**src/rtl/conv_window_reg.sv**
```systemverilog
// Sliding-window tap register: N-bit samples shift into a K-deep chain over a
// valid/ready stream; the whole window is emitted every S samples once the chain is full.
module conv_window_reg #(
  parameter int N = 32,
  parameter int K = 3,
  parameter int S = 1
) (
  input  logic           clk,
  input  logic           rst_n,
  input  logic           clear,
  input  logic [N-1:0]   in_data,
  input  logic           in_valid,
  input  logic           in_last,
  output logic           in_ready,
  output logic [K*N-1:0] win_data,
  output logic           out_valid,
  output logic           out_last,
  input  logic           out_ready
);

  localparam int FILL_W = ($clog2(K + 1) > 1) ? $clog2(K + 1) : 1;
  localparam int PH_W   = ($clog2(S) > 1) ? $clog2(S) : 1;
  localparam logic [FILL_W-1:0] FILL_FULL = FILL_W'(K);
  localparam logic [PH_W-1:0]   PH_LAST   = PH_W'(S - 1);

  logic [N-1:0]      r_taps [K];
  logic [FILL_W-1:0] r_fill;
  logic [PH_W-1:0]   r_ph;
  logic              r_out_valid;
  logic              r_out_last;

  logic              w_in_ready;
  logic              w_accept;
  logic [FILL_W-1:0] w_fill_next;
  logic              w_full_next;
  logic              w_produce;
  logic [PH_W-1:0]   w_ph_next;

  function automatic logic [FILL_W-1:0] sat_inc(input logic [FILL_W-1:0] f);
    return (f == FILL_FULL) ? f : f + 1'b1;
  endfunction

  function automatic logic [PH_W-1:0] ph_wrap_inc(input logic [PH_W-1:0] p);
    return (p == PH_LAST) ? '0 : p + 1'b1;
  endfunction

  // A pending window that is not being consumed blocks the input side.
  assign w_in_ready  = !r_out_valid || out_ready;
  assign w_accept    = in_valid && w_in_ready && !clear;
  assign w_fill_next = sat_inc(r_fill);
  assign w_full_next = w_accept && (w_fill_next == FILL_FULL);
  assign w_produce   = w_full_next && (r_ph == '0);
  assign w_ph_next   = ph_wrap_inc(r_ph);

  assign in_ready  = w_in_ready;
  assign out_valid = r_out_valid;
  assign out_last  = r_out_last;

  always_comb begin
    win_data = '0;
    for (int i = 0; i < K; i++) begin
      win_data[i*N +: N] = r_taps[i];
    end
  end

  // Stage p0: tap chain, shifts only on an accepted sample.
  always_ff @(posedge clk or negedge rst_n) begin
    if (!rst_n) begin
      for (int i = 0; i < K; i++) r_taps[i] <= '0;
    end else if (clear) begin
      for (int i = 0; i < K; i++) r_taps[i] <= '0;
    end else if (w_accept) begin
      for (int i = K - 1; i > 0; i--) r_taps[i] <= r_taps[i-1];
      r_taps[0] <= in_data;
    end
  end

  // Stage p0: fill / stride phase; a last sample restarts both for the next sequence.
  always_ff @(posedge clk or negedge rst_n) begin
    if (!rst_n) begin
      r_fill <= '0;
      r_ph   <= '0;
    end else if (clear) begin
      r_fill <= '0;
      r_ph   <= '0;
    end else if (w_accept) begin
      if (in_last) begin
        r_fill <= '0;
        r_ph   <= '0;
      end else begin
        r_fill <= w_fill_next;
        r_ph   <= w_full_next ? w_ph_next : '0;
      end
    end
  end

  // Stage p1: output handshake state.
  always_ff @(posedge clk or negedge rst_n) begin
    if (!rst_n) begin
      r_out_valid <= 1'b0;
      r_out_last  <= 1'b0;
    end else if (clear) begin
      r_out_valid <= 1'b0;
      r_out_last  <= 1'b0;
    end else if (w_produce) begin
      r_out_valid <= 1'b1;
      r_out_last  <= in_last;
    end else if (out_ready) begin
      r_out_valid <= 1'b0;
      r_out_last  <= 1'b0;
    end
  end

`ifndef SYNTHESIS
  a_hold_window: assert property (@(posedge clk) disable iff (!rst_n)
    (r_out_valid && !out_ready && !clear) |=>
      (r_out_valid && $stable(win_data) && $stable(r_out_last)));

  a_fill_range: assert property (@(posedge clk) disable iff (!rst_n)
    r_fill <= FILL_FULL);
`endif

endmodule

```
**config.mk**
```make
export PLATFORM = sky130hd
export DESIGN_NAME = conv_window_reg
export DESIGN_NICKNAME = d
export VERILOG_FILES = /design/src/rtl/conv_window_reg.sv
export SDC_FILE = /design/constraint.sdc
export NUM_CORES = 1
export LEC_CHECK = 0
export ABC_AREA = 0
export CAP_MARGIN = 5
export CORE_AREA = 5 5 124 114
export DETAILED_ROUTE_END_ITERATION = 16
export DIE_AREA = 0 0 129 119
export GPL_TIMING_DRIVEN = 1
export SLEW_MARGIN = 20
export SYNTH_ARGS = -nofsm -noshare
export SYNTH_HDL_FRONTEND = slang
export SYNTH_SLANG_ARGS = --single-unit
```
**constraint.sdc**
```tcl
create_clock -name clk -period 1.7 [get_ports clk]
set_input_delay 0.51 -clock clk [delete_from_list [all_inputs] [get_ports clk]]
set_output_delay 0.51 -clock clk [all_outputs]
set_load 0.005 [all_outputs]
```
==> out/metrics.csv, run 1 <==
metric;value;unit
Ant. Diodes;0;
area post-placement;5870;sq um
die area;15400;sq um
final hold violations;0;
drt first pass iters;5;
fin cells;779;
total global routing overflow;0;
GRT met3 Usage;3.45;%
worst r2r src;out_valid$_DFFE_PN0P_;
WP data arrival;1.13;ns
area delta synth->final;47.9;%
placed cell count;722;
#FFs+latches synth;100;
drt initial violations;328;
pin count of the biggest net entering global routing;92;
Antenna Nets Post-Route;0;
Final period util;96.4;%
Final Instance Area;6400;sq um
Setup Skew;0.00561;ns
Startpoint Class;primary input;
Max FO, Critical Path;2;
initial core utilization;34.4;%
PwrDens;832;nW/um^2
min Tclk post-route;1.64;ns
Synth Warn #;0;
CP Capture Type;primary output;
clock tree buffer depth;2;
wire length per cell;17.8;microns
Routed WL;13900;microns
cts bufs inserted;9;
Post-Syn Nets;493;
CP cell instances;dlygate4sd2_1 > nor2b_4 > inv_2 > buf_2;
initial antenna violation count;0;
met2 Track Usage GR;25.8;%
CTS Root Cell;clkbuf_16;
vias in the first global route;4037;
relative slew slack;71.9;%
RSZ-0062 raised after global routing;no;
gr busiest metal;met1;
measured slew at the worst slew-check pin;0.422;ns
Synth cell types;22;
fmax;610;MHz
CP required;1.19;ns
setup-violating endpoint count in the final report;0;
TritonCTS clock tree;built;
Via density;5.29;
proportion of layout cells with a drive suffix above 1;13.5;%
io pins;137;
most frequent cells in the layout;100 x dfrtp_1, 97 x dlygate4sd2_1, 91 x a21oi_1;
slowest cell delay on critical path;0.28;ns
max-slew violations;0;
FP Rows;39;
Die Y;119;microns
Pleak;0.00316;uW
Placer Congestion;0.788;
worst min path class;primary input to async pin;
R2R depth;5;
Seq/Total Area, Yosys;57.8;%
Reg2Reg Setup Slack;0.22;ns
drc violations;0;
Die Wd;129;microns
CORE AREA;12600;sq um
Worst-Skew Late Latency;0.34;ns
clk slew on worst S/H paths;0.07;ns
commonest non-fill, non-tap cell in the layout;dfrtp_1;
outcome;finished, final reports clean;
Max Cap Viol;0;
Critical Path Start;out_ready;
DR vias;4123;
peak supply drop;0.000426;V
Post-DP HPWL;8890;microns
clock sink count;100;
CP max-delay cell;dlygate4sd2_1;
grt met1 use;27.5;%
Nets;649;
synthesized instance count;455;
htree depth;3;
filler cell count;1198;
global-route wire length before repair;22500;microns
Mean Syn Cell Area;9.51;sq um
FF-to-FF End;win_data[6]$_DFFE_PN0P_;
IO Port Bufs;136;
Post-Syn Area;4330;sq um
critical path type;primary input to primary output;
GR Util All Layers;18.1;%
## flip-flops by register name, indices dropped and copies added, names as in the netlist
signal / cells
out_last: 1
out_valid: 1
r_fill: 2
win_data: 96
## how the worst max path moves through the flow
| stage | endpoint | cells past startpoint |
|---|---|---|
| global placement | win_data[1]$_DFFE_PN0P_ | 6 |
| finish | in_ready | 4 |
| detailed placement | win_data[30]$_DFFE_PN0P_ | 6 |
| CTS | win_data[71] | 1 |
| floorplan | in_ready | 3 |
| global route | win_data[5]$_DFFE_PN0P_ | 6 |
## per-stage QoR
step	hold WS, ns	setup TNS (ns)	power [uW]	util [%]	worst slack, ns
global placement	0.472	-42.42	3140	46.6	-0.671
detailed placement	0.473	-42.81	3150	46.6	-0.684
global route	0.124	0	5520	50.8	0.0123
CTS	0.105	0	5360	50.7	0.0000637
floorplan	0.214	0	2760	-	0.340
finish	0.103	0	5320	50.8	0.0605
## cells in the mapped netlist, drive strengths merged
| cell | number | share of area [%] |
|---|---|---|
| mux2i | 8 | 1.9 |
| o21ai | 89 | 10 |
| o211ai | 1 | 0.17 |
| a31oi | 1 | 0.14 |
| nand2b | 16 | 2.3 |
| dfrtp | 100 | 58 |
| buf | 28 | 3.2 |
| nand2 | 1 | 0.087 |
| nand4 | 1 | 0.14 |
| a21oi | 91 | 11 |
| or4 | 1 | 0.17 |
| nand3 | 88 | 10 |
| a211oi | 1 | 0.17 |
| clkbuf | 23 | 2.0 |
| nor2 | 1 | 0.26 |
| inv | 3 | 0.26 |
| nor2b | 2 | 0.46 |
## area by class of cell
cell class                      count  area (sq um)  share of cell area, %
Tap cell                          164           205                   3.21
Inverter                            3          11.3                  0.176
Clock buffer                       10           239                   3.73
Timing Repair Buffer              196          1770                   27.6
Sequential cell                   100          2500                   39.1
Multi-Input combinational cell    301          1590                   24.9
Clock inverter                      5          85.1                   1.33
## worst max-delay path, delay by kind of cell
kind | cells | cell delay (ns)
buffers and inverters | 3 | 0.46
and+or+nand+nor | 1 | 0.15
## report_power, final
group	leakage (uW)	internal, uW	switching, uW
registers	0.00137	2450	54.1
logic	0.00163	293	306
clock network	0.000155	1330	886
total	0.00316	4080	1250
## logic make-up after synthesis
group / after synthesis / share of synthesized area [%]
compound gates: 183 / 21.3
buf+inv: 54 / 5.41
mux: 8 / 1.85
simple gates: 110 / 13.6
flops: 100 / 57.8
## metal layers
metal  wire [microns]  part of all wire [%]  up-vias
li1                 -                     -     1938
met1             6440                    46     2014
met2             6310                    45      153
met3              864                   6.2       18
met4              272                   2.0        0
met5                0                     0        -
## what timing repair did
action                                  CTS  global route
endpoints found under the hold margin     0             0
gates resized for setup                 102             5
endpoints found under the setup margin  143            36
hold buffers                              0             0
setup buffers                            41             1
Power figures use the tool's default switching activity.
==> inputs of run 2 (changes only) <==
- CORE_AREA: 5 5 124 114 -> 5 5 109 101
- CTS_CLUSTER_DIAMETER: default -> 80
- DIE_AREA: 0 0 129 119 -> 0 0 114 106
- PLACE_DENSITY: default -> 0.78
==> run 2 against run 1 <==
Effect of this change: core utilization grew 13 points; flip-flop and latch count stayed put; power is 13% lower; clock power fell by 32%; register-to-register slack got worse by 0.11 ns; cell area shrank 1.2%; die area decreased by 21%; highest routed layer unchanged.
==> out/metrics.csv, run 2 (synthesis results as in run 1) <==
metric;value;unit;change
outcome;finished, final reports clean;;
sw frac;24.9;%;+1.5 points
TritonCTS clock tree;built;;
grt met1 use;31.0;%;+3.5 points
fmax;600;MHz;-1.7%
clock tree buffer depth;2;;unchanged
peak supply drop;0.000397;V;-6.8%
Max FO, Critical Path;2;;unchanged
CTS Root Cell;clkbuf_8;;
CP max-delay cell;dfrtp_1;;
total global routing overflow;0;;unchanged
CP required;1.19;ns;about the same
relative slew slack;75.3;%;+3.5 points
Comb pwr share;13.2;%;+2.0 points
Setup Skew;0.00992;ns;+0.00431 ns
Worst-Skew Late Latency;0.36;ns;+0.02 ns
IO Port Bufs;136;;unchanged
Placer Congestion;0.840;;+6.5%
WP data arrival;1.16;ns;+0.03 ns
clock sink count;100;;unchanged
GRT met3 Usage;3.47;%;+0.025 points
vias in the first global route;3987;;-1.2%
Ant. Diodes;0;;unchanged
CP cell instances;buf_4 > nor2b_4 > inv_2 > buf_6;;
CORE AREA;9850;sq um;-22%
cts bufs inserted;9;;unchanged
htree depth;3;;unchanged
Clk network pwr share;32.8;%;-8.8 points
min Tclk post-route;1.67;ns;+0.0277 ns
die area;12100;sq um;-21%
Startpoint Class;register;;
delay-heaviest family, CP;flip-flops;;
area delta synth->final;46.2;%;
P_sw;1150;uW;-7.5%
proportion of layout cells with a drive suffix above 1;14.8;%;+1.3 points
Via density;5.63;;+6.4%
pin count of the biggest net entering global routing;78;;-15%
Max Cap Viol;0;;unchanged
PwrDens;733;nW/um^2;-12%
Layout Utilization;64.2;%;+13 points
worst setup margin;0.0327;ns;-0.0277 ns
sequential power share;54.0;%;+6.9 points
Pleak;0.00314;uW;-0.47%
met2 Track Usage GR;33.5;%;+7.7 points
wire length per cell;17.8;microns;about the same
Final period util;98.1;%;+1.6 points
Post-DP HPWL;8830;microns;-0.65%
global-route wire length before repair;21100;microns;-6.1%
final hold violations;0;;unchanged
Tot Pwr;4640;uW;-13%
Hold Slack;0.0207;ns;-0.0820 ns
setup-violating endpoint count in the final report;0;;unchanged
max-slew violations;0;;unchanged
CP bufs+invs;3;;unchanged
Cell Int Power;3480;uW;-15%
FP Rows;35;;-10%
Routed WL;13500;microns;-2.7%
measured slew at the worst slew-check pin;0.369;ns;-0.0529 ns
Antenna Nets Post-Route;0;;unchanged
gr busiest metal;met2;;
drc violations;0;;unchanged
DR vias;4262;;+3.4%
worst min path class;primary input to async pin;;
RSZ-0062 raised after global routing;yes;;
worst r2r src;out_valid$_DFFE_PN0P_;;
GR Util All Layers;21.9;%;+3.8 points
Critical Path Start;out_valid$_DFFE_PN0P_;;
io pins;137;;unchanged
initial antenna violation count;0;;unchanged
clk slew on worst S/H paths;0.10;ns;+0.03 ns
commonest non-fill, non-tap cell in the layout;dfrtp_1;;
max FFs per register;96;;unchanged
Die Y;106;microns;-11%
Nets;661;;+1.8%
critical path type;register to primary output;;
drt first pass iters;6;;+1
CP Capture Type;primary output;;
Die Wd;114;microns;-12%
post-place setup slack;-0.501;ns;+0.183 ns
slowest cell delay on critical path;0.39;ns;+0.11 ns
drt initial violations;425;;+30%
initial core utilization;43.9;%;+9.5 points
most frequent cells in the layout;100 x dfrtp_1, 99 x dlygate4sd2_1, 91 x a21oi_1;;
## run 2: per-stage QoR
step | std cells | TNS [ns] | instance area (sq um)
2_1_floorplan | 455 | 0 | 4330
3_3_place_gp | 690 | -27.33 | 5860
3_5_place_dp | 690 | -30.20 | 5860
4_1_cts | 757 | 0 | 6310
5_1_grt | 757 | -0.0122 | 6330
6_report | 757 | 0 | 6330
## run 2: timing repair
action,CTS,global route
resized for setup,103,3
setup buffers,51,0
endpoints found under the setup margin,126,14
hold buffers,0,0
## run 2: routing by layer
| layer | up-vias | part of all wire [%] |
|---|---|---|
| li1 | 1960 | - |
| met1 | 2082 | 42 |
| met2 | 191 | 49 |
| met3 | 29 | 6.8 |
| met4 | 0 | 3.1 |
| met5 | - | 0 |
## run 2: final cells by class
type	count	area [sq um]
clock buffer	13	149
clock inverter	3	46.3
fill	834	3530
inverter	3	11.3
multi-input combinational	301	1590
sequential	100	2500
tap	129	161
timing repair buffer	208	1860
## run 2: final timing paths
kind	slack, ns	depth (start not counted)	endpoint
min reg2reg	0.54	2	win_data[80]$_DFFE_PN0P_
min	0.02	1	win_data[65]$_DFFE_PN0P_
max	0.03	4	in_ready
min in group clk	0.45	2	win_data[90]$_DFFE_PN0P_
max reg2reg	0.11	5	r_fill[0]$_DFFE_PN0P_
max in group asynchronous	1.16	2	win_data[72]$_DFFE_PN0P_
## run 2: worst reg2reg max path, delay by kind of cell (launching register included)
kind	cells	cell delay (ns)
DFF	1	0.39
buffers and inverters	2	0.32
AOI/OAI and AO/OA	1	0.18
and+or+nand+nor	2	0.62
## run 2: power by group through the flow
stage	clock network, uW	logic [uW]	registers, uW
global placement	0	569	2560
global route	1630	669	2510
floorplan	0	203	2550
CTS	1530	611	2500
finish	1520	613	2500
detailed placement	0	582	2560
==> inputs of run 3 (changes only) <==
- CORE_AREA: 5 5 109 101 -> 2 2 139 128
- DIE_AREA: 0 0 114 106 -> 0 0 141 130
- MAX_ROUTING_LAYER: default -> met4
- PLACE_DENSITY: 0.78 -> default
==> run 3 against run 2 <==
Effect of this change: sequential power hardly changed; critical path depth stayed put; highest routed layer unchanged; die area is 52% higher.
==> out/metrics.csv, run 3 (synthesis results as in run 1) <==
metric;value;unit;change
commonest non-fill, non-tap cell in the layout;dfrtp_1;;
Sequential Area;2500;sq um;unchanged
die area;18300;sq um;+52%
measured slew at the worst slew-check pin;0.439;ns;+0.0697 ns
FF-to-FF End;win_data[27]$_DFFE_PN0P_;;
CORE AREA;17100;sq um;+73%
Startpoint Class;primary input;;
CP bufs+invs;3;;unchanged
drc violations;0;;unchanged
final hold violations;0;;unchanged
most frequent cells in the layout;100 x dfrtp_1, 96 x dlygate4sd2_1, 91 x a21oi_1;;
worst r2r src;out_valid$_DFFE_PN0P_;;
Post-DP HPWL;9210;microns;+4.2%
peak supply drop;0.000395;V;-0.52%
Die Y;130;microns;+23%
drt first pass iters;5;;-1
outcome;finished, final reports clean;;
Antenna Nets Post-Route;0;;unchanged
CP Capture Type;primary output;;
IO Port Bufs;136;;unchanged
max-slew violations;0;;unchanged
CP cell instances;dlygate4sd2_1 > nor2b_4 > inv_2 > buf_2;;
total global routing overflow;0;;unchanged
pin count of the biggest net entering global routing;92;;+18%
clock sink count;100;;unchanged
Via density;4.91;;-13%
worst min path class;primary input to async pin;;
proportion of layout cells with a drive suffix above 1;13.4;%;-1.4 points
wire length per cell;16.9;microns;-5.2%
Setup TNS Final;0;ns;unchanged
Routed WL;14100;microns;+4.5%
CP max-delay cell;dlygate4sd2_1;;
Pleak;0.00317;uW;+0.83%
grt met1 use;22.2;%;-8.8 points
global-route wire length before repair;22200;microns;+5.2%
filler cell count;1733;;+110%
vias in the first global route;4012;;+0.63%
GRT met3 Usage;2.64;%;-0.83 points
clk slew on worst S/H paths;0.06;ns;-0.04 ns
TritonCTS clock tree;built;;
fmax;619;MHz;+3.2%
Placer Congestion;0.765;;-8.9%
met2 Track Usage GR;24.0;%;-9.5 points
relative slew slack;70.7;%;-4.6 points
multi-input logic area;1590;sq um;unchanged
Die Wd;141;microns;+24%
Nets;652;;-1.4%
cts bufs inserted;9;;unchanged
Final Instance Area;6450;sq um;+2.0%
FP Rows;46;;+31%
initial core utilization;25.3;%;-19 points
RSZ-0062 raised after global routing;no;;
CTS Root Cell;clkbuf_16;;
area delta synth->final;49.1;%;
area post-placement;5960;sq um;+1.6%
setup-violating endpoint count in the final report;0;;unchanged
Worst-Skew Late Latency;0.33;ns;-0.03 ns
PwrDens;776;nW/um^2;+5.9%
Hold Slack;0.115;ns;+0.0944 ns
io pins;137;;unchanged
Max Cap Viol;0;;unchanged
drt initial violations;365;;-14%
Final period util;95.0;%;-3.0 points
WP data arrival;1.11;ns;-0.05 ns
slowest cell delay on critical path;0.27;ns;-0.12 ns
max FFs per register;96;;unchanged
Ant. Diodes;0;;unchanged
Setup Skew;0.00426;ns;-0.00566 ns
initial antenna violation count;0;;unchanged
clock tree buffer depth;2;;unchanged
htree depth;3;;unchanged
critical path type;primary input to primary output;;
Reg2Reg Setup Slack;0.17;ns;+0.06 ns
Max FO, Critical Path;2;;unchanged
gr busiest metal;met2;;
DR vias;4091;;-4.0%
delay-heaviest family, CP;buffers and inverters;;
CP required;1.19;ns;about the same
R2R depth;5;;unchanged
min Tclk post-route;1.62;ns;-0.0516 ns
GR Util All Layers;15.8;%;-6.0 points
-- run 3: cell types whose count changed in the layout (fill, tap and decap cells not counted), sizes merged --
cell and change:
buf -9, bufinv -1, clkbuf +1, clkinv -1
dlygate4sd2 -3, dlymetal6s2s +3
-- run 3: power breakdown --
| group | internal, uW | leakage, uW | switching (uW) |
|---|---|---|---|
| Combinational | 302 | 0.00167 | 310 |
| Sequential | 2460 | 0.00137 | 52.7 |
| Clock | 1070 | 0.000129 | 821 |
-- run 3: area by class of cell --
class                   instances  area share, %
flip-flops and latches        100           38.8
repair buffers                199           28.0
multi-input cells             301           24.7
well taps                     216           4.19
clock buffers                  14           4.09
inverters                       3          0.174
clock inverters                 1          0.116
-- run 3: stage by stage --
step	utilization (%)	power [uW]	cells	setup WS [ns]
6_report	37.8	5010	834	0.0844
5_1_grt	37.8	5260	834	0.00459
4_1_cts	37.7	5060	834	0.000927
3_5_place_dp	34.9	3160	775	-0.624
3_3_place_gp	34.9	3150	775	-0.570
2_1_floorplan	-	2760	455	0.340
-- run 3: worst register-to-register path, cell delays in order (launching register included) --
cell,delay [ns]
dfrtp_1,0.34
nor2b_4,0.17
buf_6,0.31
buf_6,0.31
o21ai_0,0.13
a21oi_1,0.18
-- run 3: what timing repair did --
action / in CTS / in global routing
resized for setup: 101 / 5
hold buffers: 0 / 0
setup buffers: 44 / 0
endpoints found under the setup margin: 160 / 38
-- run 3: per-layer routing --
layer	share of wire (%)	vias to the layer above
met2	46	143
met1	48	1995
met4	1.4	0
met3	4.7	10
li1	-	1943
met5	0	-
-- run 3: how the worst max path moves through the flow --
| stage | endpoint | slack, ns | depth (start not counted) | from |
|---|---|---|---|---|
| after floorplan | in_ready | 0.34 | 3 | out_ready |
| after global placement | win_data[6]$_DFFE_PN0P_ | -0.57 | 6 | out_ready |
| after detailed placement | win_data[27]$_DFFE_PN0P_ | -0.62 | 6 | out_ready |
| after CTS | win_data[65] | 0.0009 | 1 | win_data[65]$_DFFE_PN0P_ |
| after global routing | win_data[3]$_DFFE_PN0P_ | 0.005 | 6 | out_ready |
| final | in_ready | 0.08 | 4 | out_ready |
